`config.mk`:
```
export PLATFORM = sky130hd
export DESIGN_NAME = rt_ibex_pcs_rf_seq
export DESIGN_NICKNAME = d
export VERILOG_FILES = /design/src/rtl/rt_ibex_pcs_pkg.sv /design/src/rtl/rt_ibex_pcs_rf_seq.sv
export SDC_FILE = /design/constraint.sdc
export NUM_CORES = 1
export LEC_CHECK = 0
export ABC_CLOCK_PERIOD_IN_PS = 3300
export BUFFER_PORTS_ARGS = -buffer_cell sky130_fd_sc_hd__buf_2
export CAP_MARGIN = 25
export CORE_AREA = 2 2 358 360
export DETAILED_ROUTE_END_ITERATION = 8
export DIE_AREA = 0 0 360 362
export PLACE_DENSITY_LB_ADDON = 0.08
export SLEW_MARGIN = 20
export SYNTH_ARGS = -nofsm -noshare
export SYNTH_HDL_FRONTEND = slang
export SYNTH_SLANG_ARGS = --single-unit
```
`constraint.sdc`:
```
create_clock -name clk_i -period 3.3 [get_ports clk_i]
set_input_delay 0.33 -clock clk_i [delete_from_list [all_inputs] [get_ports clk_i]]
set_output_delay 0.33 -clock clk_i [all_outputs]
set_load 0.05 [all_outputs]
```
`src/rtl/rt_ibex_pcs_pkg.sv`:
```
// Shared definitions for the preemptive context save (PCS) register-file sequencer.
//   - pcs_state_e      : sequencer FSM states
//   - NrSavedRegsDefault: registers per saved context
//   - SavedRegAddr     : RF addresses of the saved registers, in context (table) order
//   - saved_reg_addr() : safe lookup into SavedRegAddr
package rt_ibex_pcs_pkg;

    typedef enum logic [1:0] {
        StIdle,
        StStore,
        StWaitPop,
        StWriteback
    } pcs_state_e;

    localparam int unsigned NrSavedRegsDefault = 9;
    localparam int unsigned SavedRegAddrWidth  = 5;

    // Caller-saved registers: ra, t0-t2, a0-a4.
    localparam logic [SavedRegAddrWidth-1:0] SavedRegAddr [NrSavedRegsDefault] = '{
        5'd1, 5'd5, 5'd6, 5'd7, 5'd10, 5'd11, 5'd12, 5'd13, 5'd14
    };

    function automatic logic [SavedRegAddrWidth-1:0] saved_reg_addr(input int unsigned idx);
        logic [SavedRegAddrWidth-1:0] addr;
        addr = '0;
        if (idx < NrSavedRegsDefault) begin
            addr = SavedRegAddr[idx];
        end
        return addr;
    endfunction

endpackage

```
`src/rtl/rt_ibex_pcs_rf_seq.sv`:
```
// Core-side sequencer for the PCS LIFO stack.
// On an interrupt acknowledge the saved registers are snapshotted and pushed to the stack.
// On mret one context is popped and written back through the single RF write port, one
// register per cycle, while the core is stalled.
//
// Ports:
//   clk_i, rst_ni            clock, asynchronous active-low reset
//   irq_ack_i, mret_i        core events, single-cycle pulses, honoured only while ready_o
//   ready_o, stall_o         sequencer idle / freeze core issue during restore
//   rf_snapshot_i            current saved-register values (table order)
//   rf_we_o/waddr_o/wdata_o  RF write port used during writeback
//   stack_irq_ack_o          push request, stack_store_data_o carries the context
//   stack_next_mret_o        pop request, answered by stack_restore_en_i/stack_restore_data_i
//   err_overflow_o           pulse: push while the stack is full
//   err_underflow_o          pulse: mret while the stack is empty
//
// Configuration macro RT_IBEX_PCS_DEPTH_CHECK_EN: when defined, a depth counter tracks the
// stack occupancy, flags overflow/underflow and suppresses pops from an empty stack.
// When undefined, both error outputs are tied low and every accepted mret pops.
module rt_ibex_pcs_rf_seq
    import rt_ibex_pcs_pkg::*;
#(
    parameter int unsigned NrSavedRegs  = NrSavedRegsDefault,
    parameter int unsigned DataWidth    = 32,
    parameter int unsigned StackDepth   = 8,
    parameter int unsigned RegAddrWidth = 5
) (
    input  logic                                  clk_i,
    input  logic                                  rst_ni,
    input  logic                                  irq_ack_i,
    input  logic                                  mret_i,
    output logic                                  ready_o,
    output logic                                  stall_o,
    input  logic [NrSavedRegs-1:0][DataWidth-1:0] rf_snapshot_i,
    output logic                                  rf_we_o,
    output logic [RegAddrWidth-1:0]               rf_waddr_o,
    output logic [DataWidth-1:0]                  rf_wdata_o,
    output logic                                  stack_irq_ack_o,
    output logic                                  stack_next_mret_o,
    output logic [NrSavedRegs-1:0][DataWidth-1:0] stack_store_data_o,
    input  logic [NrSavedRegs-1:0][DataWidth-1:0] stack_restore_data_i,
    input  logic                                  stack_restore_en_i,
    output logic                                  err_overflow_o,
    output logic                                  err_underflow_o
);

    localparam int unsigned IdxWidth   = (NrSavedRegs > 1) ? $clog2(NrSavedRegs) : 1;
    localparam int unsigned DepthWidth = $clog2(StackDepth + 1);

    pcs_state_e                            state_q;
    logic [NrSavedRegs-1:0][DataWidth-1:0] buffer_q;
    logic [IdxWidth-1:0]                   idx_q;

    logic idle;
    logic push_take;
    logic pop_take;
    logic pop_allowed;
    logic last_idx;

`ifdef RT_IBEX_PCS_DEPTH_CHECK_EN
    logic [DepthWidth-1:0] depth_q;
    logic                  stack_full;

    assign stack_full  = (depth_q == DepthWidth'(StackDepth));
    assign pop_allowed = (depth_q != '0);
`else
    // Depth is not tracked in this build; keep the parameter referenced.
    logic unused_depth_cfg;
    assign unused_depth_cfg = (DepthWidth == 0);
    assign pop_allowed      = 1'b1;
`endif

    assign idle      = (state_q == StIdle);
    // The acknowledge wins over a simultaneous mret; the core re-executes mret later.
    assign push_take = idle && irq_ack_i;
    assign pop_take  = idle && mret_i && !irq_ack_i && pop_allowed;
    assign last_idx  = (idx_q == IdxWidth'(NrSavedRegs - 1));

    always_comb begin
        ready_o            = idle;
        stack_irq_ack_o    = push_take;
        stack_next_mret_o  = pop_take;
        stall_o            = pop_take || (state_q == StWaitPop) || (state_q == StWriteback);
        rf_we_o            = (state_q == StWriteback);
        rf_waddr_o         = '0;
        rf_wdata_o         = '0;
        stack_store_data_o = buffer_q;
        if (rf_we_o) begin
            rf_waddr_o = RegAddrWidth'(saved_reg_addr(32'(idx_q)));
            rf_wdata_o = buffer_q[idx_q];
        end
`ifdef RT_IBEX_PCS_DEPTH_CHECK_EN
        err_overflow_o  = push_take && stack_full;
        err_underflow_o = idle && mret_i && !irq_ack_i && !pop_allowed;
`else
        err_overflow_o  = 1'b0;
        err_underflow_o = 1'b0;
`endif
    end

    always_ff @(posedge clk_i or negedge rst_ni) begin
        if (!rst_ni) begin
            state_q  <= StIdle;
            buffer_q <= '0;
            idx_q    <= '0;
`ifdef RT_IBEX_PCS_DEPTH_CHECK_EN
            depth_q  <= '0;
`endif
        end else begin
            unique case (state_q)
                StIdle: begin
                    if (push_take) begin
                        buffer_q <= rf_snapshot_i;
                        state_q  <= StStore;
                    end else if (pop_take) begin
                        state_q  <= StWaitPop;
                    end
                end
                StStore: begin
                    state_q <= StIdle;
                end
                StWaitPop: begin
                    if (stack_restore_en_i) begin
                        buffer_q <= stack_restore_data_i;
                        idx_q    <= '0;
                        state_q  <= StWriteback;
                    end
                end
                StWriteback: begin
                    // Index holds at the last entry; it is cleared on the next restore.
                    if (last_idx) begin
                        state_q <= StIdle;
                    end else begin
                        idx_q <= idx_q + 1'b1;
                    end
                end
                default: state_q <= StIdle;
            endcase
`ifdef RT_IBEX_PCS_DEPTH_CHECK_EN
            // A full stack drops its oldest entry, so occupancy saturates.
            if (push_take && !stack_full) begin
                depth_q <= depth_q + 1'b1;
            end else if (pop_take) begin
                depth_q <= depth_q - 1'b1;
            end
`endif
        end
    end

endmodule

```
* After elaboration in Yosys (flattened, before gate mapping)
Memories as Yosys holds them, arrays and structs flattened.
Index checks and enable logic that the tools add are counted.
** Word-level totals
- Register bits after elaboration :: 294
- Bits in read-only memories :: 80
- Input port bits :: 581
- Output and inout port bits :: 332
- Memories :: 1
** Memory list
- (no name shown) :: words 16, bits a word 5, read ports 1, clocked after Yosys merged registers in 0, wr ports 0, RTL line rt_ibex_pcs_pkg.sv:27 : addr = SavedRegAddr[idx];
** Cells by class
- Add/sub/neg operators :: 1
- $lt $le $gt $ge :: 3
- Eq/ne operators :: 9
- Multiplexer cells :: 18
- Bitwise gates (word level) :: 1
- Reduce and logical (&&, ||, !) cells :: 12
** Operators by type and width (count)
- $mux W288 :: 2
- $pmux W288 S2 :: 1
- $bmux W32 S4 :: 1
- $mux W32 :: 2
- $ge A33 B5 Y1 const B :: 1
- $not A4 Y33 :: 1
- $mux W5 :: 4
- $reduce_and A3 Y1 :: 3
- $mux W2 :: 4
- $mux W4 :: 2
- $pmux W2 S4 :: 1
- $pmux W4 S2 :: 1
- $ne A2 B2 Y1 const B :: 3
- $lt A4 B5 Y1 const B :: 1
- $add A4 B1 Y4 const B :: 1
- $eq A2 B2 Y1 const B :: 2
- $eq A4 B4 Y1 const B :: 1
- $lt A4 B4 Y1 const B :: 1
- $reduce_bool A2 Y1 :: 2
- $logic_and A1 B1 Y1 :: 3
- $ne A3 B2 Y1 const B :: 1
- $eq A2 B1 Y1 const B :: 1
- $logic_not A2 Y1 :: 1
- $logic_or A1 B1 Y1 :: 2
- 2 further kinds :: 2

* Logic depth before layout (Yosys ltp)
Gate-level depths: netlist (run 1).
- Word-level depth :: 6
- Depth in mapped cells :: 9

* Worst setup path before layout (run 1)
No wires, ideal clock.
- Path type :: register to output
- Start :: register idx_q[0]
- End :: output rf_waddr_o[0]
- Data arrival time :: 2347 ps
- Required time :: 2970 ps
- Slack :: 623 ps
- Stages on the path, launching flop included :: 9
- Cell sequence :: dfrtp_1 -> buf_4 -> buf_4 -> buf_4 -> inv_1 -> ha_1 -> nor2_1 -> a21oi_1 -> nor3_1
** On the way
- Word-level cells in the longest chain between the ends :: 6
- Elaborated cells between the ends (all ways) :: 7
- Those cells by class :: 1 x order compare; 4 x mux; 1 x bitwise; 1 x memory
** RTL lines
- start, declared :: RTL line rt_ibex_pcs_rf_seq.sv:52 : logic [IdxWidth-1:0] idx_q;
- start signal, assigned :: RTL line rt_ibex_pcs_rf_seq.sv:134 : idx_q <= idx_q + 1'b1;
- $not A4 Y33 (not written as such) :: RTL line rt_ibex_pcs_pkg.sv:27
- $mem_v2 Z16 W5
- $mux W5 (not written as such) (2 in series) :: RTL line rt_ibex_pcs_pkg.sv:27
- $mux W5 * :: RTL line rt_ibex_pcs_pkg.sv:26 : if (idx < NrSavedRegsDefault) begin
- $mux W5 * :: RTL line rt_ibex_pcs_rf_seq.sv:88 : if (rf_we_o) begin
- end, declared :: RTL line rt_ibex_pcs_rf_seq.sv:36 : output logic [RegAddrWidth-1:0] rf_waddr_o,
Mark *: on every way between the ends. The rest lies on a longest branch, timed or not. The select of a mux whose other input is x is not followed.

* Worst setup path in the final report (run 1)
- Start :: register idx_q[0]
- End :: output rf_wdata_o[18]
** On the way
- Word-level cells in the longest chain between the ends :: 3
** RTL lines
- $bmux W32 S4 :: RTL line rt_ibex_pcs_rf_seq.sv:90 : rf_wdata_o = buffer_q[idx_q];
- $mux W32 (not written as such) :: RTL line rt_ibex_pcs_rf_seq.sv:90
- $mux W32 :: RTL line rt_ibex_pcs_rf_seq.sv:88
- end, declared :: RTL line rt_ibex_pcs_rf_seq.sv:37 : output logic [DataWidth-1:0] rf_wdata_o,
No other way between the ends. The select of a mux whose other input is x is not followed.

==> results of run 1 <==
==> final cells by class <==
| class | count | area (µm²) | share of cell area |
|---|---|---|---|
| multi-input cells | 1143 | 7930 | 0.305 |
| repair buffers | 1147 | 7150 | 0.275 |
| diodes | 2 | 5.00 | 0.000193 |
| inverters | 3 | 11.3 | 0.000434 |
| clock inverters | 12 | 119 | 0.00458 |
| well taps | 1662 | 2080 | 0.0801 |
| clock buffers | 64 | 1300 | 0.0500 |
| flip-flops and latches | 294 | 7360 | 0.284 |
==> synth_stat cells, types with 2 or more instances <==
cell type                    n
sky130_fd_sc_hd__buf_2      29
sky130_fd_sc_hd__dfrtp_1   294
sky130_fd_sc_hd__clkbuf_1   32
sky130_fd_sc_hd__mux2_2     49
sky130_fd_sc_hd__nor3_1      2
sky130_fd_sc_hd__o21ai_0    60
sky130_fd_sc_hd__nor2_2      2
sky130_fd_sc_hd__buf_4      24
sky130_fd_sc_hd__inv_1       2
sky130_fd_sc_hd__mux2i_1   304
sky130_fd_sc_hd__nand2b_1    5
sky130_fd_sc_hd__a22oi_1    17
sky130_fd_sc_hd__a31oi_1    17
sky130_fd_sc_hd__nor2b_1     2
sky130_fd_sc_hd__clkbuf_4    4
sky130_fd_sc_hd__buf_6      32
sky130_fd_sc_hd__a221oi_1   15
sky130_fd_sc_hd__ha_1        4
sky130_fd_sc_hd__nor2_1     24
sky130_fd_sc_hd__clkbuf_2   10
sky130_fd_sc_hd__mux4_2     32
sky130_fd_sc_hd__nand2_1   343
sky130_fd_sc_hd__xor2_1      3
sky130_fd_sc_hd__a21oi_1    22
sky130_fd_sc_hd__o21ai_1   229
==> layer usage <==
layer  routed length, µm  GRT usage  vias up
met5                   0          0        -
met4                2360     0.0399        0
met3                4900     0.0303      100
met2               53200      0.277      531
met1               40800      0.175     7777
li1                    -          -     7689
==> metrics by stage <==
| step | cell area [µm²] | setup WS, ps | hold WS (ps) | power, mW | instances |
|---|---|---|---|---|---|
| finish | 25900 | 122 | 41.4 | 32.6 | 4327 |
| global route | 25900 | 4.10 | 26.1 | 34.6 | 4326 |
| detailed placement | 22900 | 527 | 484 | 28.1 | 4088 |
| global placement | 22900 | 527 | 478 | 28.1 | 4088 |
| CTS | 25900 | 2.24 | 0.214 | 33.6 | 4324 |
| floorplan | 16100 | 623 | 34.4 | 20.2 | 1571 |
==> flip-flops by register name, indices dropped and copies added, names as in the netlist <==
| name | cells |
|---|---|
| state_q | 2 |
| stack_store_data_o | 288 |
| idx_q | 4 |
==> tightest hold or removal path: stages <==
cell                      delay, ps
sky130_fd_sc_hd__buf_2           70
sky130_fd_sc_hd__mux2i_1         60
sky130_fd_sc_hd__o21ai_0        130
==> what timing repair did <==
item	4_1_cts	5_1_grt
resized for setup	8	7
setup endpoints to repair	12	6
endpoints found under the hold margin	178	0
cloned	0	0
buffers inserted	4	1
hold buffers	156	0
==> report_power, final <==
| part | total, mW | internal, mW | switching, mW |
|---|---|---|---|
| logic | 20.2 | 6.08 | 14.2 |
| registers | 7.60 | 5.41 | 2.19 |
| clock network | 4.73 | 2.86 | 1.87 |
| total | 32.6 | 14.3 | 18.2 |
==> path summary, 6_finish.rpt <==
check / start / to / slack [ps] / cells after the start
min in group asynchronous: rst_ni / stack_store_data_o[146] / 370 / 2
min: stack_restore_data_i[43] / stack_store_data_o[43] / 40 / 3
max reg2reg: state_q[0] / stack_store_data_o[187] / 550 / 6
max in group asynchronous: rst_ni / stack_store_data_o[42] / 1910 / 3
max: idx_q[0] / rf_wdata_o[18] / 120 / 6
min reg2reg: stack_store_data_o[41] / stack_store_data_o[41] / 500 / 2
==> logic make-up after synthesis <==
group / share of synthesized area
compound gates: 0.121
xor+xnor: 0.00163
fa+ha+maj: 0.00311
buf+inv: 0.0557
flops: 0.457
mux: 0.268
other cells: 0.000233
simple gates: 0.0937
==> impl_metrics.sql, run 1 <==
INSERT INTO impl_metrics (metric_group, metric, value, unit) VALUES
('floorplanning', 'rows', '131', ''),
('timing', 'final_max_tran_viols', '0', ''),
('worst_setup_path', 'critical-path-slowest-cell', 'sky130_fd_sc_hd__dfrtp_4', ''),
('routing', 'drt_drc_violations_left', '0', ''),
('worst_setup_path', 'worst_path_dominant_cell_family', 'compound AO/OA/AOI/OAI gates', ''),
('floorplanning', 'design.die.area', '0.130', 'mm²'),
('clocking', 'cts_max_path_buffers', '3', ''),
('routing', 'route.vias.total', '16100', ''),
('hold_path', 'holdCritPathClass', 'primary input to register', ''),
('finish', 'layout.cells.most_common_list', 'sky130_fd_sc_hd__buf_2, sky130_fd_sc_hd__nand2_1, sky130_fd_sc_hd__mux2i_1', ''),
('yosys', 'postSynthCellCount', '1569', ''),
('yosys', 'ys.warnings.count', '0', ''),
('timing', 'slew_headroom', '0.346', ''),
('global_routing', 'grt_first_pass_wirelength', '137', 'mm'),
('yosys', 'synthDominantAreaCellType', 'sky130_fd_sc_hd__dfrtp_1', ''),
('timing', 'finalCriticalPeriod', '3180', 'ps'),
('floorplanning', 'floorplan.initialDensity', '0.127', ''),
('finish', 'layout.cells.most_common', 'sky130_fd_sc_hd__buf_2', ''),
('timing', 'max_freq', '315', 'MHz'),
('routing', 'drt-vias-per-instance', '3.72', ''),
('routing', 'dr.first_iter.drc_count', '652', ''),
('yosys', 'post_synth_instance_area', '0.0161', 'mm²'),
('finish', 'drive_gt1_frac', '0.435', ''),
('timing', 'skew', '12.3', 'ps'),
('clocking', 'cts.root.buffer_cell', 'sky130_fd_sc_hd__clkbuf_16', ''),
('job', 'timing.max_cap.violations', '0', ''),
('pwr', 'power_per_cell_area', '1250', 'mW/mm²'),
('worst_setup_path', 'critical_path.endpoint_type', 'primary output', ''),
('worst_setup_path', 'worstPathArrival', '2850', 'ps'),
('finish', 'area_growth_syn_to_layout', '61.1', '%'),
('routing', 'postRouteWirelength', '101', 'mm'),
('worst_setup_path', 'crit_path_start_kind', 'register', ''),
('worst_setup_path', 'timing.critical_path.slowest_cell_delay', '560', 'ps'),
('status', 'outcome', 'finished, final reports clean', ''),
('place', 'gpl.final_weighted_congestion', '0.863', ''),
('yosys', 'synth-async-reset-ratio', '1.00', ''),
('timing', 'fin_setup_tns', '0', 'ps'),
('yosys', 'synthesis.area_per_instance', '10.3', 'µm²'),
('clocking', 'clock_network_latency_to_the_later_pin_of_the_worst_skew_pair', '590', 'ps'),
('timing', 'worstMarginPinSlew', '981', 'ps'),
('floorplanning', 'floorplan.io_pins', '913', ''),
('routing', 'ant_nets', '0', ''),
('global_routing', 'gr-usage-all-layers', '0.150', ''),
('yosys', 'yosys_register_bits', '294', ''),
('yosys', 'ys_top_cells_by_area', 'sky130_fd_sc_hd__dfrtp_1, sky130_fd_sc_hd__mux2i_1, sky130_fd_sc_hd__nand2_1', ''),
('timing', 'setup_viol', '0', ''),
('worst_setup_path', 'setup.worst_path.class', 'register to primary output', ''),
('global_routing', 'grt_pass1_vias', '17300', ''),
('global_routing', 'global_route.overflow_total', '0', ''),
('global_routing', 'initial_antenna_violation_count', '7', ''),
('timing', 'final.period_utilization', '0.963', ''),
('place', 'detailed_place_hpwl', '84.2', 'mm'),
('finish', 'final_nets', '3217', ''),
('finish', 'fillCellCount', '14100', ''),
('pwr', 'power.leakage', '13.4', 'nW'),
('clocking', 'numClockSinks', '294', ''),
('pwr', 'power.ir.vdd_worst', '0.640', 'mV'),
('worst_setup_path', 'crit_path_max_fanout', '23', ''),
('floorplanning', 'core_area', '0.127', 'mm²'),
('routing', 'detail_route.wl_per_cell', '23.4', 'µm'),
('worst_setup_path', 'timing.critical_path.buf_inv', '3', ''),
('floorplanning', 'fp.dieH', '362', 'µm'),
('finish', 'finalCoreUtilization', '0.205', ''),
('clocking', 'h-tree-depth', '2', ''),
('yosys', 'seq_area_frac_synth', '0.457', ''),
('timing', 'grt_setup_unrepaired', 'false', ''),
('yosys', 'synthDominantCellAreaShare', '0.457', ''),
('yosys', 'synth_ff_type', 'sky130_fd_sc_hd__dfrtp_1', ''),
('place', 'buffer_ports.inserted', '909', ''),
('clocking', 'tritoncts', 'done', ''),
('timing', 'timing.final.hold_violations', '0', ''),
('global_routing', 'maximum_number_of_pins_on_one_net_before_global_route_repair', '94', ''),
('clocking', 'cts_inserted_buffers', '43', ''),
('worst_setup_path', 'cp_data_required_time', '2970', 'ps'),
('yosys', 'count_of_cell_types_in_the_netlist', '37', ''),
('worst_setup_path', 'cp_cell_sequence', 'buf_4 -> buf_12 -> mux2_2 -> a221oi_1 -> a21oi_1 -> buf_2', ''),
('routing', 'drtPass1Iterations', '5', ''),
('yosys', 'count_of_flip_flops_with_a_built_in_enable_after_synthesis', '0', ''),
('floorplanning', 'chipWidth', '360', 'µm'),
('clocking', 'register_clock_pin_slew_on_the_reported_worst_setup_and_hold_paths', '60', 'ps');
Power figures use the tool's default switching activity.
==> inputs of run 2 (changes only) <==
Settings changed: REMOVE_ABC_BUFFERS set to 1, SLEW_MARGIN 20 to not set.
==> run 2 against run 1 <==
First-iteration DRC count decreased by 5.4%. Global-route usage decreased by 1.9 points. Non-clock buffer count decreased by 10. Power decreased by 5.0%. Sequential share of layout area increased by 0.46 points. Critical endpoint is now rf_wdata_o[13].
==> impl_metrics.sql, run 2 (synthesized netlist as in run 1, its figures left out) <==
INSERT INTO impl_metrics (metric_group, metric, value, unit) VALUES
('status', 'outcome', 'finished, final reports clean', ''),
('place', 'buffer_ports.inserted', '909', ''),
('worst_setup_path', 'setup.worst_path.class', 'register to primary output', ''),
('finish', 'finished_layout_cells', '4316', ''),
('worst_setup_path', 'crit_path_max_fanout', '37', ''),
('timing', 'max_freq', '325', 'MHz'),
('hold_path', 'holdCritPathClass', 'primary input to register', ''),
('floorplanning', 'floorplan.initialDensity', '0.127', ''),
('finish', 'area_growth_syn_to_layout', '58.5', '%'),
('place', 'gpl.final_weighted_congestion', '0.813', ''),
('timing', 'grt_setup_unrepaired', 'false', ''),
('floorplanning', 'floorplan.io_pins', '913', ''),
('clocking', 'clock_network_latency_to_the_later_pin_of_the_worst_skew_pair', '580', 'ps'),
('place', 'placed_cells', '4083', ''),
('floorplanning', 'chipWidth', '360', 'µm'),
('floorplanning', 'design.die.area', '0.130', 'mm²'),
('finish', 'layout.cells.most_common_list', 'sky130_fd_sc_hd__buf_2, sky130_fd_sc_hd__nand2_1, sky130_fd_sc_hd__mux2i_1', ''),
('pwr', 'power.ir.vdd_worst', '0.357', 'mV'),
('global_routing', 'grt_pass1_vias', '16800', ''),
('routing', 'detail_route.wl_per_cell', '20.6', 'µm'),
('clocking', 'numClockSinks', '294', ''),
('clocking', 'tritoncts', 'done', ''),
('routing', 'postRouteWirelength', '89.0', 'mm'),
('pwr', 'design_power_total', '30.9', 'mW'),
('timing', 'slew_headroom', '0.479', ''),
('worst_setup_path', 'critical_path.endpoint_type', 'primary output', ''),
('finish', 'fillCellCount', '14100', ''),
('timing', 'finalCriticalPeriod', '3080', 'ps'),
('routing', 'drt-vias-per-instance', '3.67', ''),
('routing', 'dr.first_iter.drc_count', '617', ''),
('routing', 'drtPass1Iterations', '5', ''),
('place', 'detailed_place_hpwl', '71.2', 'mm'),
('global_routing', 'maximum_number_of_pins_on_one_net_before_global_route_repair', '89', ''),
('place', 'placement_stage_worst_setup_slack', '747', 'ps'),
('clocking', 'cts_inserted_buffers', '44', ''),
('timing', 'final.period_utilization', '0.932', ''),
('timing', 'worstMarginPinSlew', '781', 'ps'),
('worst_setup_path', 'crit_path_start_kind', 'register', ''),
('finish', 'layout.cells.most_common', 'sky130_fd_sc_hd__buf_2', ''),
('timing', 'setup_viol', '0', ''),
('pwr', 'power.leakage', '13.3', 'nW'),
('floorplanning', 'rows', '131', ''),
('clocking', 'post_cts.resized_instances', '0', ''),
('finish', 'final_nets', '3208', ''),
('routing', 'drt_drc_violations_left', '0', ''),
('pwr', 'power_per_cell_area', '1210', 'mW/mm²'),
('clocking', 'cts.root.buffer_cell', 'sky130_fd_sc_hd__clkbuf_16', ''),
('floorplanning', 'core_area', '0.127', 'mm²'),
('clocking', 'cts_max_path_buffers', '3', ''),
('routing', 'ant_nets', '0', ''),
('timing', 'final_max_tran_viols', '0', ''),
('floorplanning', 'fp.dieH', '362', 'µm'),
('clocking', 'h-tree-depth', '2', ''),
('timing', 'fin_setup_tns', '0', 'ps'),
('clocking', 'register_clock_pin_slew_on_the_reported_worst_setup_and_hold_paths', '50', 'ps'),
('finish', 'drive_gt1_frac', '0.428', ''),
('global_routing', 'gr-usage-all-layers', '0.131', ''),
('worst_setup_path', 'cp_data_required_time', '2970', 'ps'),
('timing', 'postLayoutSetupSlackWorst', '225', 'ps'),
('timing', 'skew', '8.79', 'ps'),
('finish', 'layout.cell_area.non_filler', '0.0255', 'mm²'),
('global_routing', 'grt_first_pass_wirelength', '123', 'mm'),
('global_routing', 'global_route.overflow_total', '0', ''),
('finish', 'largest_register_ff_count', '288', ''),
('timing', 'timing.final.hold_violations', '0', ''),
('place', 'detailed_place.area', '0.0226', 'mm²'),
('worst_setup_path', 'worstPathArrival', '2750', 'ps'),
('job', 'timing.max_cap.violations', '0', ''),
('routing', 'route.vias.total', '15800', ''),
('global_routing', 'initial_antenna_violation_count', '9', '');
==> run 2: cell types whose count changed in the layout (fill, tap and decap cells not counted), moves of 4 or more <==
cell	delta
sky130_fd_sc_hd__buf_12	-14
sky130_fd_sc_hd__buf_2	+13
sky130_fd_sc_hd__buf_4	-6
sky130_fd_sc_hd__clkbuf_1	+5
sky130_fd_sc_hd__a221oi_1	+4
sky130_fd_sc_hd__a221oi_2	-4
==> run 2: final timing paths <==
kind | slack, ps | from | cells past startpoint | end
min | 40 | rf_snapshot_i[76] | 3 | stack_store_data_o[76]
max in group asynchronous | 2050 | rst_ni | 3 | stack_store_data_o[48]
min reg2reg | 500 | stack_store_data_o[76] | 2 | stack_store_data_o[76]
max | 220 | idx_q[0] | 5 | rf_wdata_o[13]
min in group asynchronous | 330 | rst_ni | 2 | stack_store_data_o[105]
max reg2reg | 640 | state_q[0] | 6 | stack_store_data_o[94]
==> run 2: report_power, final <==
group | leakage (nW) | switching (mW) | internal (mW)
logic | 8.98 | 13.5 | 5.74
clock network | 0.649 | 1.82 | 2.64
registers | 3.63 | 1.83 | 5.41
total | 13.3 | 17.1 | 13.8
==> run 2: per-layer routing <==
metal / track usage / vias to the layer above / wire length (µm)
li1: - / 7676 / -
met1: 0.143 / 7498 / 33800
met2: 0.248 / 562 / 47500
met3: 0.0368 / 85 / 5940
met4: 0.0302 / 2 / 1740
met5: 0 / - / 11
==> run 2: worst max-delay path: stages (launching register included) <==
cell and delay [ps]:
sky130_fd_sc_hd__dfrtp_4 650, sky130_fd_sc_hd__buf_12 310, sky130_fd_sc_hd__mux2_2 390, sky130_fd_sc_hd__a22oi_1 320, sky130_fd_sc_hd__a31oi_1 130, sky130_fd_sc_hd__buf_2 260
==> run 2: area by class of cell <==
type | instances | area (µm²) | share of cell area
clock inverters | 8 | 46.3 | 0.00181
diodes | 3 | 7.51 | 0.000294
inverters | 3 | 11.3 | 0.000441
flip-flops and latches | 294 | 7360 | 0.288
well taps | 1662 | 2080 | 0.0814
repair buffers | 1137 | 6840 | 0.268
multi-input cells | 1143 | 7910 | 0.310
clock buffers | 66 | 1270 | 0.0499
==> run 2: per-stage QoR <==
step	hold slack (ps)	util
2_1_floorplan	34.4	-
3_5_place_dp	380	0.179
4_1_cts	0.0477	0.201
6_report	43.6	0.202
5_1_grt	24.5	0.202
3_3_place_gp	368	0.179
==> run 2: what timing repair did <==
| item | 4_1_cts | 5_1_grt |
|---|---|---|
| endpoints found under the hold margin | 148 | 0 |
| hold buffers | 156 | 0 |
| setup buffers | 0 | 0 |
==> inputs of run 3 (changes only) <==
==> constraint.sdc (replaced) <==
create_clock -name clk_i -period 3.3 [get_ports clk_i]
set_input_delay 0.495 -clock clk_i [delete_from_list [all_inputs] [get_ports clk_i]]
set_output_delay 0.495 -clock clk_i [all_outputs]
set_load 0.05 [all_outputs]
==> run 3 against run 2 <==
First-iteration DRC count down 16%. Wire length up 0.10%. Via count down 3.5%. Highest routed layer unchanged.
==> impl_metrics.sql, run 3 (synthesized netlist as in run 1, its figures left out) <==
INSERT INTO impl_metrics (metric_group, metric, value, unit) VALUES
('routing', 'drtPass1Iterations', '4', ''),
('finish', 'n_antenna_cell', '0', ''),
('worst_setup_path', 'cp_data_required_time', '2800', 'ps'),
('routing', 'detail_route.wl_per_cell', '21.4', 'µm'),
('floorplanning', 'design.die.area', '0.130', 'mm²'),
('finish', 'finished_layout_cells', '4173', ''),
('timing', 'setup_viol', '0', ''),
('clocking', 'tritoncts', 'done', ''),
('global_routing', 'initial_antenna_violation_count', '5', ''),
('worst_setup_path', 'setup.worst_path.class', 'register to primary output', ''),
('floorplanning', 'fp.dieH', '362', 'µm'),
('place', 'buffer_ports.inserted', '909', ''),
('clocking', 'register_clock_pin_slew_on_the_reported_worst_setup_and_hold_paths', '50', 'ps'),
('hold_path', 'holdCritPathClass', 'primary input to register', ''),
('status', 'outcome', 'finished, final reports clean', ''),
('timing', 'final.period_utilization', '0.947', ''),
('clocking', 'cts.root.buffer_cell', 'sky130_fd_sc_hd__clkbuf_16', ''),
('timing', 'finalCriticalPeriod', '3130', 'ps'),
('finish', 'fillCellCount', '14300', ''),
('clocking', 'numClockSinks', '294', ''),
('clocking', 'h-tree-depth', '2', ''),
('global_routing', 'maximum_number_of_pins_on_one_net_before_global_route_repair', '90', ''),
('global_routing', 'grt_pass1_vias', '16500', ''),
('clocking', 'cts_inserted_buffers', '41', ''),
('worst_setup_path', 'cp_cell_sequence', 'buf_16 -> buf_12 -> mux2_2 -> a221oi_1 -> a21oi_2 -> buf_4', ''),
('timing', 'final_max_tran_viols', '0', ''),
('worst_setup_path', 'critical_path.endpoint_type', 'primary output', ''),
('finish', 'layout.cells.most_common_list', 'sky130_fd_sc_hd__buf_2, sky130_fd_sc_hd__nand2_1, sky130_fd_sc_hd__mux2i_1', ''),
('global_routing', 'gr-usage-all-layers', '0.131', ''),
('pwr', 'power.leakage', '12.8', 'nW'),
('finish', 'largest_register_ff_count', '288', ''),
('pwr', 'power_per_cell_area', '1280', 'mW/mm²'),
('routing', 'dr.first_iter.drc_count', '518', ''),
('floorplanning', 'core_area', '0.127', 'mm²'),
('timing', 'slew_headroom', '0.403', ''),
('timing', 'max_freq', '320', 'MHz'),
('worst_setup_path', 'crit_path_start_kind', 'register', ''),
('timing', 'skew', '17.6', 'ps'),
('worst_setup_path', 'worstPathArrival', '2630', 'ps'),
('timing', 'grt_setup_unrepaired', 'false', ''),
('floorplanning', 'rows', '131', ''),
('timing', 'postLayoutSetupSlackWorst', '174', 'ps'),
('timing', 'timing.final.hold_violations', '0', ''),
('timing', 'worstMarginPinSlew', '895', 'ps'),
('global_routing', 'global_route.overflow_total', '0', ''),
('job', 'timing.max_cap.violations', '0', ''),
('place', 'placement_stage_worst_setup_slack', '155', 'ps'),
('finish', 'layout.cells.most_common', 'sky130_fd_sc_hd__buf_2', ''),
('routing', 'postRouteWirelength', '89.1', 'mm'),
('floorplanning', 'chipWidth', '360', 'µm'),
('routing', 'route.vias.total', '15300', ''),
('finish', 'drive_gt1_frac', '0.460', ''),
('place', 'placed_cells', '4096', ''),
('pwr', 'power.ir.vdd_worst', '0.340', 'mV'),
('routing', 'drt-vias-per-instance', '3.66', ''),
('worst_setup_path', 'crit_path_max_fanout', '24', ''),
('finish', 'finalCoreUtilization', '0.191', ''),
('finish', 'final_nets', '3069', ''),
('floorplanning', 'floorplan.initialDensity', '0.127', ''),
('finish', 'area_growth_syn_to_layout', '50.6', '%'),
('global_routing', 'grt_first_pass_wirelength', '122', 'mm'),
('routing', 'ant_nets', '0', ''),
('clocking', 'clock_network_latency_to_the_later_pin_of_the_worst_skew_pair', '600', 'ps'),
('clocking', 'cts_max_path_buffers', '3', ''),
('routing', 'drt_drc_violations_left', '0', ''),
('worst_setup_path', 'critical-path-slowest-cell', 'sky130_fd_sc_hd__dfrtp_4', ''),
('floorplanning', 'floorplan.io_pins', '913', ''),
('place', 'gpl.final_weighted_congestion', '0.802', ''),
('worst_setup_path', 'timing.critical_path.slowest_cell_delay', '480', 'ps'),
('place', 'detailed_place_hpwl', '71.7', 'mm');
## run 3: changes by cell type in the layout (fill, tap and decap cells not counted), moves of 2 or more
| cell | change |
|---|---|
| sky130_fd_sc_hd__buf_12 | +4 |
| sky130_fd_sc_hd__buf_2 | -2 |
| sky130_fd_sc_hd__buf_4 | +13 |
| sky130_fd_sc_hd__bufinv_16 | +3 |
| sky130_fd_sc_hd__clkbuf_1 | -2 |
| sky130_fd_sc_hd__clkinv_2 | -3 |
| sky130_fd_sc_hd__diode_2 | -3 |
| sky130_fd_sc_hd__dlygate4sd3_1 | -155 |
## run 3: layout make-up
class	instances	area (µm²)	share of cell area
Multi-Input combinational cell	1143	7930	0.327
Sequential cell	294	7360	0.304
Timing Repair Buffer	1001	5530	0.228
Tap cell	1662	2080	0.0857
Clock buffer	63	1230	0.0508
Clock inverter	7	114	0.00469
Inverter	3	11.3	0.000464
## run 3: worst max-delay path: cells and delay by family (launching register included)
| kind | cells | cell delay [ps] |
|---|---|---|
| flops | 1 | 480 |
| buf+inv | 3 | 680 |
| mux | 1 | 370 |
| compound gates | 2 | 470 |
## run 3: per-layer routing
metal / GRT usage / part of all wire / vias up
met1: 0.148 / 0.40 / 7269
li1: - / - / 7393
met5: 0 / 0.00021 / -
met4: 0.0330 / 0.020 / 4
met2: 0.244 / 0.53 / 507
met3: 0.0320 / 0.056 / 89
## run 3: power by group
group	total, mW	internal [mW]	switching [mW]
Clock	4.59	2.78	1.80
Sequential	7.19	5.41	1.78
Combinational	19.2	5.59	13.6
Total	31.0	13.8	17.2
## run 3: timing repair
action	CTS	global route
endpoints found under the setup margin	32	4
endpoints found under the hold margin	37	0
hold buffers	1	0
gates resized for setup	5	5
setup buffers	3	2
cloned	0	1
pin swaps	2	1
## run 3: stage by stage
stage               TNS (ps)  hold WS [ps]  area, µm²  total power, mW
detailed placement         0           490      22800             26.9
global placement           0           489      22800             26.9
CTS                        0          75.3      24200             31.8
global route               0           125      24300             33.0
finish                     0           143      24300             31.0
floorplan           -2454990           199      15200             17.3
## run 3: worst paths after layout
kind	start	to	slack, ps	cells after the start
min in group asynchronous	rst_ni	stack_store_data_o[145]	450	2
worst min register to register	stack_store_data_o[64]	stack_store_data_o[64]	490	2
worst max register to register	state_q[0]	stack_store_data_o[47]	970	5
worst min-delay path	stack_restore_en_i	idx_q[3]	140	2
worst max-delay path	idx_q[0]	rf_wdata_o[21]	170	6
max in group asynchronous	rst_ni	stack_store_data_o[187]	1750	3
